### config.mk
export PLATFORM = sky130hd
export DESIGN_NAME = t05_huff_decoder
export DESIGN_NICKNAME = d
export VERILOG_FILES = /design/src/rtl/t05_huff_pkg.sv /design/src/rtl/t05_huff_node_sel.sv /design/src/rtl/t05_huff_decoder.sv
export SDC_FILE = /design/constraint.sdc
export NUM_CORES = 1
export LEC_CHECK = 0
export CELL_PAD_IN_SITES_DETAIL_PLACEMENT = 0
export CELL_PAD_IN_SITES_GLOBAL_PLACEMENT = 2
export CORE_ASPECT_RATIO = 1.25
export CORE_MARGIN = 2
export CORE_UTILIZATION = 30
export DETAILED_ROUTE_END_ITERATION = 16
export GPL_ROUTABILITY_DRIVEN = 0
export PLACE_DENSITY = 0.83
export SYNTH_ARGS = -nofsm -noshare
export SYNTH_HDL_FRONTEND = slang
export SYNTH_SLANG_ARGS = --single-unit
### constraint.sdc
create_clock -name clk -period 3.84 [get_ports clk]
set_clock_uncertainty 0.2 [all_clocks]
set_input_delay 0.768 -clock clk [delete_from_list [all_inputs] [get_ports clk]]
set_output_delay 0.768 -clock clk [all_outputs]
set_load 0.02 [all_outputs]
### src/rtl/t05_huff_pkg.sv
// Shared types and constants for the Huffman decode path: node word layout,
// child encoding and the decoder state enum.
package t05_huff_pkg;

    localparam int NODE_W    = 71;
    localparam int IDX_W     = 7;
    localparam int CHAR_W    = 8;
    localparam int MAX_DEPTH = 127;
    localparam int DEPTH_W   = 8;
    localparam int CNT_W     = 16;

    // Node word: [70:64] max_index, [63:55] left, [54:46] right, [45:0] sum.
    localparam int MAXI_HI  = 70;
    localparam int MAXI_LO  = 64;
    localparam int LEFT_HI  = 63;
    localparam int RIGHT_HI = 54;
    localparam int SUM_W    = 46;
    localparam int CHILD_W  = 9;

    localparam logic [DEPTH_W-1:0] DEPTH_LIMIT = DEPTH_W'(MAX_DEPTH);

    typedef enum logic [2:0] {
        ST_IDLE   = 3'd0,
        ST_FETCH  = 3'd1,
        ST_WAIT   = 3'd2,
        ST_BIT    = 3'd3,
        ST_EMIT   = 3'd4,
        ST_FINISH = 3'd5,
        ST_ERROR  = 3'd6
    } state_t;

    // flag=1: val[6:0] is an internal node index; flag=0: val is a leaf char.
    typedef struct packed {
        logic              flag;
        logic [CHAR_W-1:0] val;
    } child_t;

    function automatic child_t pick_child(input logic [NODE_W-1:0] node,
                                          input logic bit_sel);
        child_t c;
        if (bit_sel) c = node[RIGHT_HI -: CHILD_W];
        else         c = node[LEFT_HI -: CHILD_W];
        return c;
    endfunction

endpackage

### src/rtl/t05_huff_node_sel.sv
// Combinational child selector: given a tree node word and a code bit, says
// whether the chosen child is a leaf and yields its char or node index.
module t05_huff_node_sel
    import t05_huff_pkg::*;
(
    input  logic [NODE_W-1:0] node,
    input  logic              bit_sel,
    output logic              is_leaf,
    output logic [CHAR_W-1:0] char_val,
    output logic [IDX_W-1:0]  next_index
);

    child_t child;
    logic   unused_bits;

    assign child      = pick_child(node, bit_sel);
    assign is_leaf    = ~child.flag;
    assign char_val   = child.val;
    assign next_index = child.val[IDX_W-1:0];

    // Header fields are carried in the node word but play no part in the walk.
    assign unused_bits = ^{node[MAXI_HI:MAXI_LO], node[SUM_W-1:0]};

endmodule

### src/rtl/t05_huff_decoder.sv
// Bit-serial Huffman decoder: walks the htree from the root, one node fetch per
// internal node, emitting a char per leaf. Optional char_count port behind
// T05_HUFF_DECODER_CHAR_COUNT_EN.
module t05_huff_decoder
    import t05_huff_pkg::*;
(
    input  logic              clk,
    input  logic              rst,
    input  logic              start,
    input  logic [IDX_W-1:0]  max_index,
    output logic              node_req,
    output logic [IDX_W-1:0]  node_index,
    input  logic              node_valid,
    input  logic [NODE_W-1:0] h_element,
    input  logic              bit_valid,
    input  logic              bit_in,
    input  logic              bit_last,
    output logic              bit_ready,
    output logic              char_valid,
    output logic [CHAR_W-1:0] char_out,
    input  logic              char_ready,
    output logic              busy,
    output logic              done,
    output logic              err
`ifdef T05_HUFF_DECODER_CHAR_COUNT_EN
    ,
    output logic [CNT_W-1:0]  char_count
`endif
);

    // Handshakes: a bit moves on a rising edge where bit_valid && bit_ready;
    // a char moves where char_valid && char_ready, and char_valid/char_out
    // hold until that edge. node_valid is accepted only in WAIT.

    state_t              state;
    logic [IDX_W-1:0]    root_idx;
    logic [NODE_W-1:0]   cur_node;
    logic [NODE_W-1:0]   root_node;
    logic [DEPTH_W-1:0]  depth;
    logic                root_fetch;
    logic                last_char;

    logic                sel_leaf;
    logic [CHAR_W-1:0]   sel_char;
    logic [IDX_W-1:0]    sel_index;
    logic [DEPTH_W-1:0]  next_depth;

    t05_huff_node_sel u_node_sel (
        .node       (cur_node),
        .bit_sel    (bit_in),
        .is_leaf    (sel_leaf),
        .char_val   (sel_char),
        .next_index (sel_index)
    );

    assign next_depth = depth + DEPTH_W'(1);

    always_ff @(posedge clk or posedge rst) begin
        if (rst) begin
            state      <= ST_IDLE;
            root_idx   <= '0;
            cur_node   <= '0;
            root_node  <= '0;
            depth      <= '0;
            root_fetch <= 1'b0;
            last_char  <= 1'b0;
            node_req   <= 1'b0;
            node_index <= '0;
            bit_ready  <= 1'b0;
            char_valid <= 1'b0;
            char_out   <= '0;
            busy       <= 1'b0;
            done       <= 1'b0;
            err        <= 1'b0;
        end else begin
            node_req <= 1'b0;
            done     <= 1'b0;
            case (state)
                ST_IDLE: begin
                    if (start) begin
                        root_idx   <= max_index;
                        node_index <= max_index;
                        node_req   <= 1'b1;
                        root_fetch <= 1'b1;
                        depth      <= '0;
                        err        <= 1'b0;
                        busy       <= 1'b1;
                        state      <= ST_FETCH;
                    end
                end
                ST_FETCH: begin
                    state <= ST_WAIT;
                end
                ST_WAIT: begin
                    if (node_valid) begin
                        cur_node <= h_element;
                        if (root_fetch) root_node <= h_element;
                        root_fetch <= 1'b0;
                        bit_ready  <= 1'b1;
                        state      <= ST_BIT;
                    end
                end
                ST_BIT: begin
                    if (bit_valid) begin
                        depth     <= next_depth;
                        bit_ready <= 1'b0;
                        // Depth guard outranks everything, including a leaf.
                        if (next_depth > DEPTH_LIMIT) begin
                            err   <= 1'b1;
                            state <= ST_ERROR;
                        end else if (sel_leaf) begin
                            char_out   <= sel_char;
                            char_valid <= 1'b1;
                            last_char  <= bit_last;
                            state      <= ST_EMIT;
                        end else if (bit_last || (sel_index > root_idx)) begin
                            err   <= 1'b1;
                            state <= ST_ERROR;
                        end else begin
                            node_index <= sel_index;
                            node_req   <= 1'b1;
                            state      <= ST_FETCH;
                        end
                    end
                end
                ST_EMIT: begin
                    if (char_ready) begin
                        char_valid <= 1'b0;
                        if (last_char) begin
                            done  <= 1'b1;
                            state <= ST_FINISH;
                        end else begin
                            // Root word is cached, so the next code starts without a fetch.
                            cur_node  <= root_node;
                            depth     <= '0;
                            bit_ready <= 1'b1;
                            state     <= ST_BIT;
                        end
                    end
                end
                ST_FINISH: begin
                    busy  <= 1'b0;
                    state <= ST_IDLE;
                end
                ST_ERROR: begin
                    busy  <= 1'b0;
                    state <= ST_IDLE;
                end
                default: begin
                    busy       <= 1'b0;
                    bit_ready  <= 1'b0;
                    char_valid <= 1'b0;
                    state      <= ST_IDLE;
                end
            endcase
        end
    end

`ifdef T05_HUFF_DECODER_CHAR_COUNT_EN
    always_ff @(posedge clk or posedge rst) begin
        if (rst) begin
            char_count <= '0;
        end else if (state == ST_IDLE && start) begin
            char_count <= '0;
        end else if (state == ST_EMIT && char_ready && char_count != '1) begin
            char_count <= char_count + CNT_W'(1);
        end
    end
`endif

    a_req_single: assert property (@(posedge clk) disable iff (rst)
        node_req |=> !node_req);
    a_char_hold: assert property (@(posedge clk) disable iff (rst)
        (char_valid && !char_ready) |=> (char_valid && $stable(char_out)));
    a_no_bit_in_emit: assert property (@(posedge clk) disable iff (rst)
        !(bit_ready && char_valid));

endmodule
## After elaboration in Yosys (flattened, before gate mapping)

Cells that the tools add are included.

| cells by class | value |
|---|---|
| add/sub/neg operators | 1 |
| multipliers | 0 |
| divide/modulo/power cells | 0 |
| magnitude comparators | 2 |
| equal/unequal tests | 17 |
| shift-type cells | 0 |
| muxes and demuxes | 54 |
| bitwise logic cells | 5 |
| reductions and logical operators | 21 |

Operators by type and width:

| cell | number |
|---|---|
| $mux 64 | 3 |
| $pmux 64 s2 | 1 |
| $mux 7 | 5 |
| $mux 8 | 4 |
| $mux 3 | 8 |
| $pmux 8 s3 | 1 |
| $mux 1 | 23 |
| $reduce_and 5->1 | 4 |
| $ne 2x2->1 const B | 8 |
| $pmux 3 s5 | 1 |
| $pmux 7 s2 | 1 |
| $reduce_and 4->1 | 3 |
| $eq 3x3->1 const B | 3 |
| $mux 9 | 1 |
| $add 8x1->8 const B | 1 |
| $gt 8x7->1 const B | 1 |
| $pmux 1 s2 | 4 |
| $reduce_or 4->1 | 2 |
| $gt 7x7->1 | 1 |
| $eq 3x2->1 const B | 2 |
| $reduce_and 3->1 | 2 |
| $reduce_and 6->1 | 1 |
| $reduce_bool 2->1 | 3 |
| $not 1->1 | 5 |
| 11 further kinds | 12 |

| word-level totals | value |
|---|---|
| register bits after elaboration | 169 |
| latch bits | 0 |
| memory bits (writable) | 0 |
| memory bits (read-only) | 0 |
| input port bits | 86 |
| output and inout port bits | 21 |
| logic and storage cells | 115 |
| memories | 0 |

## Depth between registers and ports, before layout

| logic depth | value |
|---|---|
| depth in word-level cells | 8 |
| gate-level depth with buffers | 8 |
| mapped depth without buffers | 7 |

## Modules after synthesis

From an unflattened synthesis, not the netlist that was laid out.

| second synthesis, totals | value |
|---|---|
| cell total of the unflattened synthesis | 685 |
| area, all modules | 8259.2 µm² |

By module, submodules not included:

| module | times used | cells an instance | area each (µm²) | sequential area each (µm²) |
|---|---|---|---|---|
| t05_huff_decoder | 1 | 668 | 8065.2 | 4579.4 |
| t05_huff_node_sel | 1 | 17 | 193.9 | 0.0 |

## Worst setup path before layout

OpenSTA, ideal clock, no wires.

| timing | value |
|---|---|
| path type | input to register |
| start point | in bit_in |
| end point | reg node_index[6] |
| setup time | 0.125 ns |
| arrival time | 2.867 ns |
| required time | 3.515 ns |
| slack | 0.648 ns |
| stages | 8 |
| buffers on the path | 1 |
| cell sequence | buf_2 -> mux2_2 -> ha_1 -> nand4_1 -> or4b_4 -> o41ai_4 -> o221ai_4 -> mux2_4 |

| on the way | value |
|---|---|
| elaborated cells between the ends (all ways) | 11 |
| classes of those cells | order compare: 1; eq/ne: 2; mux: 6; reduce/logical: 2 |

RTL lines:

| what | line | source |
|---|---|---|
| start, declared | t05_huff_decoder.sv:16 | `input logic bit_in,` |
| $mux 9 | t05_huff_pkg.sv:41 | `if (bit_sel) c = node[RIGHT_HI -: CHILD_W];` |
| named net sel_char[4] | t05_huff_decoder.sv:44 | `logic [CHAR_W-1:0] sel_char;` |
| $gt 7x7->1 | t05_huff_decoder.sv:116 | `end else if (bit_last \|\| (sel_index > root_idx)) begin` |
| $logic_or 1x1->1 | t05_huff_decoder.sv:116 |  |
| $ne 2x2->1 (no line) | -- |  |
| $reduce_and 6->1 (no line) | -- |  |
| end signal, assigned | t05_huff_decoder.sv:82 | `node_index <= max_index;` |
| end signal, assigned | t05_huff_decoder.sv:120 | `node_index <= sel_index;` |
| end, declared | t05_huff_decoder.sv:12 | `output logic [IDX_W-1:0] node_index,` |

The timed path passes the listed nets, and every way through them passes these cells. The select of a mux whose other input is x is not followed.
A chain may end at the register's enable or synchronous reset.

## Worst setup path in the final report

| timing | value |
|---|---|
| start point | in bit_in |
| end point | reg node_index[6] |

| on the way | value |
|---|---|
| word-level cells in the longest chain between the ends | 6 |
| elaborated cells between the ends (all ways) | 11 |
| classes of those cells | order compare: 1; eq/ne: 2; mux: 6; reduce/logical: 2 |

Ends and longest elaborated chain:

| what | line |
|---|---|
| $mux 9 * | t05_huff_pkg.sv:41 |
| named net sel_char[6] | t05_huff_decoder.sv:44 |
| parallel branches: the longest is 5 deep, another holds $gt 7x7->1 | -- |

Mark *: on every way through the listed nets, which the timed path passes. The select of a mux whose other input is x is not followed.

==> summary.txt <==
Post-synth EDFFs - 0
Skew-Pair Late Insertion Delay - 0.34 ns
TritonCTS clock tree - yes
Yosys warnings - 0
maximum root-to-sink buffer count - 2
CP max FO - 10
largest net degree at the start of global routing - 66
count leader, synth - dfrtp_1
pwr dens - 825 mW/mm²
peak supply drop - 0.000280 V
ys async rst share - 100%
largest family of logic cells by synthesized area - simple AND/OR/NAND/NOR gates
Slowest-stage cell, CP - or4b_4
number of vias per cell - 4.72
fmax - 291 MHz
# hold bufs at CTS - 0
HP Class - flop to flop
Critical Path AT - 3.46 ns
cell taking the most area after synthesis - dfrtp_1
Fin Setup TNS - 0 ns
cell area after layout - 0.00491 mm²
CP Cell Sequence - clkdlybuf4s50_1 > buf_12 > mux2_2 > ha_1 > nand4_1 > or4b_4 > o41ai_4 > o221ai_4 > mux2_4
Syn Nets - 465
IO Pins - 107
routed wire length - 8.70 mm
Crit. End Element - flop
Fillers - 1230
most frequent cells after synthesis - dfrtp_1, nand2_1, mux2_2, nor2_1, o21ai_0
fin crit period - 3.43 ns
CP startpoint kind - input port
Starting Density - 30.5%
nets@finish - 521
global-route wire length before repair - 14.8 mm
measured slew at the worst slew-check pin - 0.628 ns
n_diodes - 0
Row Count - 46
Final setup viols - 0
core box area - 0.0126 mm²
Root Buffer - clkbuf_16
number of library cell types mapped by synthesis - 50
layout cells sized above 1 - 17.9%
proportion of synthesized area in mux cells - 13.2%
main flop type after synthesis - dfrtp_1
Synth Area in Compound Gates - 13.6%
DRC - 0
pre-CTS WS - 0.0335 ns
Crit path max-delay family - multiplexers
vias in the first global route - 2896
Final HPWL DP - 6.07 mm
DRT iter0 DRCs - 155
top-area cell type share of the netlist area - 50.2%
post-cts repair resize count - 0
register area share after synthesis - 50.2%
Clock transition at path regs - 0.06 ns
post-synthesis xor/xnor area fraction - 0.228%
status - finished, final reports clean
antenna violations before repair - 0
total CTS buffers - 9
Post-CTS Setup Inserts - 0
max-slew violations - 0
Die Span Y - 130 µm
DRT antenna net count - 0
Critical Path RT - 3.86 ns
Routed WL per cell - 14.5 µm
H-tree depth - 3
total die area - 0.0137 mm²
critical path class - input port to flop
Area Overhead vs Synth - 27.9%
synthesized cell area - 0.00384 mm²
syn avg cell area - 10.4 µm²
RSZ-0062 raised after global routing - false
Crit path largest cell delay - 0.55 ns
Via Count - 2828
Num Clock Sinks - 77
Cell Area, Placed - 0.00457 mm²
CP Buf/Inv Count - 2
drt first pass iters - 6
die width - 105 µm
Slew HR - 58.1%
register bit count reported by yosys - 77
max_cap viols - 0
Hold Violations, Final - 0
Total GRT Usage - 13.7%
simple-gate share of the synthesized area - 16.2%
ranking of synthesized cells by area - dfrtp_1, mux2_2, nand2_1, o21ai_0, a31oi_1
Leakage Power - 2.13 nW
PnR worst setup slack - 0.405 ns
Remaining Overflow, GRT - 0
synthesized instance count - 370
Post-Synth Adder-Cell Area - 2.93%
Tcrit/Tclk final - 89.5%
# port buffers - 53
-- worst paths after layout --
check / from / end / slack [ns] / depth (start not counted)
worst max-delay path: bit_in / node_index[6]$_DFFE_PP0P_ / 0.41 / 9
worst min-delay path: root_node[51]$_DFFE_PP0P_ / root_node[51]$_DFFE_PP0P_ / 0.29 / 1
worst max register to register: cur_node[49]$_DFFE_PP0P_ / node_index[6]$_DFFE_PP0P_ / 1.15 / 7
worst min register to register: root_node[51]$_DFFE_PP0P_ / root_node[51]$_DFFE_PP0P_ / 0.29 / 1
max in group asynchronous: rst / root_idx[5]$_DFFE_PP0P_ / 2.29 / 3
min in group asynchronous: rst / done$_DFF_PP0_ / 0.51 / 2
-- sequential cells by signal, indices dropped and copies added, names as in the netlist, 3 cells and up --
name,count
char_out,8
cur_node,18
depth,8
node_index,7
root_idx,7
root_node,18
state,3
-- per-stage QoR --
stage | utilization [%] | power (mW) | hold slack (ns) | instances
floorplan | - | 2.56 | 0.245 | 370
global placement | 36.3 | 3.07 | 0.269 | 583
detailed placement | 36.3 | 3.10 | 0.285 | 583
CTS | 39.0 | 4.11 | 0.297 | 599
global route | 39.0 | 4.36 | 0.314 | 599
finish | 39.0 | 4.05 | 0.294 | 599
-- layer usage --
metal / vias to the layer above / global-route usage [%] / routed length [µm] / part of all wire, %
li1: 1411 / - / - / -
met1: 1361 / 17.2 / 3920 / 45
met2: 45 / 23.3 / 4360 / 50
met3: 11 / 2.83 / 281 / 3.2
met4: 0 / 5.41 / 141 / 1.6
met5: - / 0 / 0 / 0
-- power breakdown --
group | switching [mW] | total (mW) | internal [mW]
combinational | 0.817 | 1.61 | 0.794
clock | 0.353 | 0.992 | 0.640
sequential | 0.272 | 1.45 | 1.18
total | 1.44 | 4.05 | 2.61
-- logic make-up after synthesis --
| group | Yosys count |
|---|---|
| AOI/OAI and AO/OA | 77 |
| DFF | 77 |
| buffers and inverters | 29 |
| adders and majority gates | 9 |
| muxes | 45 |
| xor gates and xnor gates | 1 |
| and+or+nand+nor | 132 |
-- cell type report --
type | instances | area (µm²) | share of cell area [%]
clock inverters | 5 | 108 | 2.19
repair buffers | 61 | 616 | 12.5
inverters | 13 | 48.8 | 0.993
flip-flops and latches | 77 | 1930 | 39.2
multi-input cells | 264 | 1770 | 36.0
clock buffers | 11 | 233 | 4.74
well taps | 168 | 210 | 4.28
-- cell usage in the layout (no fill, tap or decap), types with 4 or more instances in the layout --
master,Yosys,final
a31oi_1,19,19
a21oi_1,10,10
inv_1,13,12
o21ai_0,27,27
nand3_1,6,6
dfrtp_1,77,77
nor2_1,30,30
nand2_1,73,73
buf_4,3,6
clkbuf_16,0,9
mux2_2,39,39
ha_1,9,9
clkdlybuf4s50_1,0,53
o31ai_1,4,4
Power figures use the tool's default switching activity.
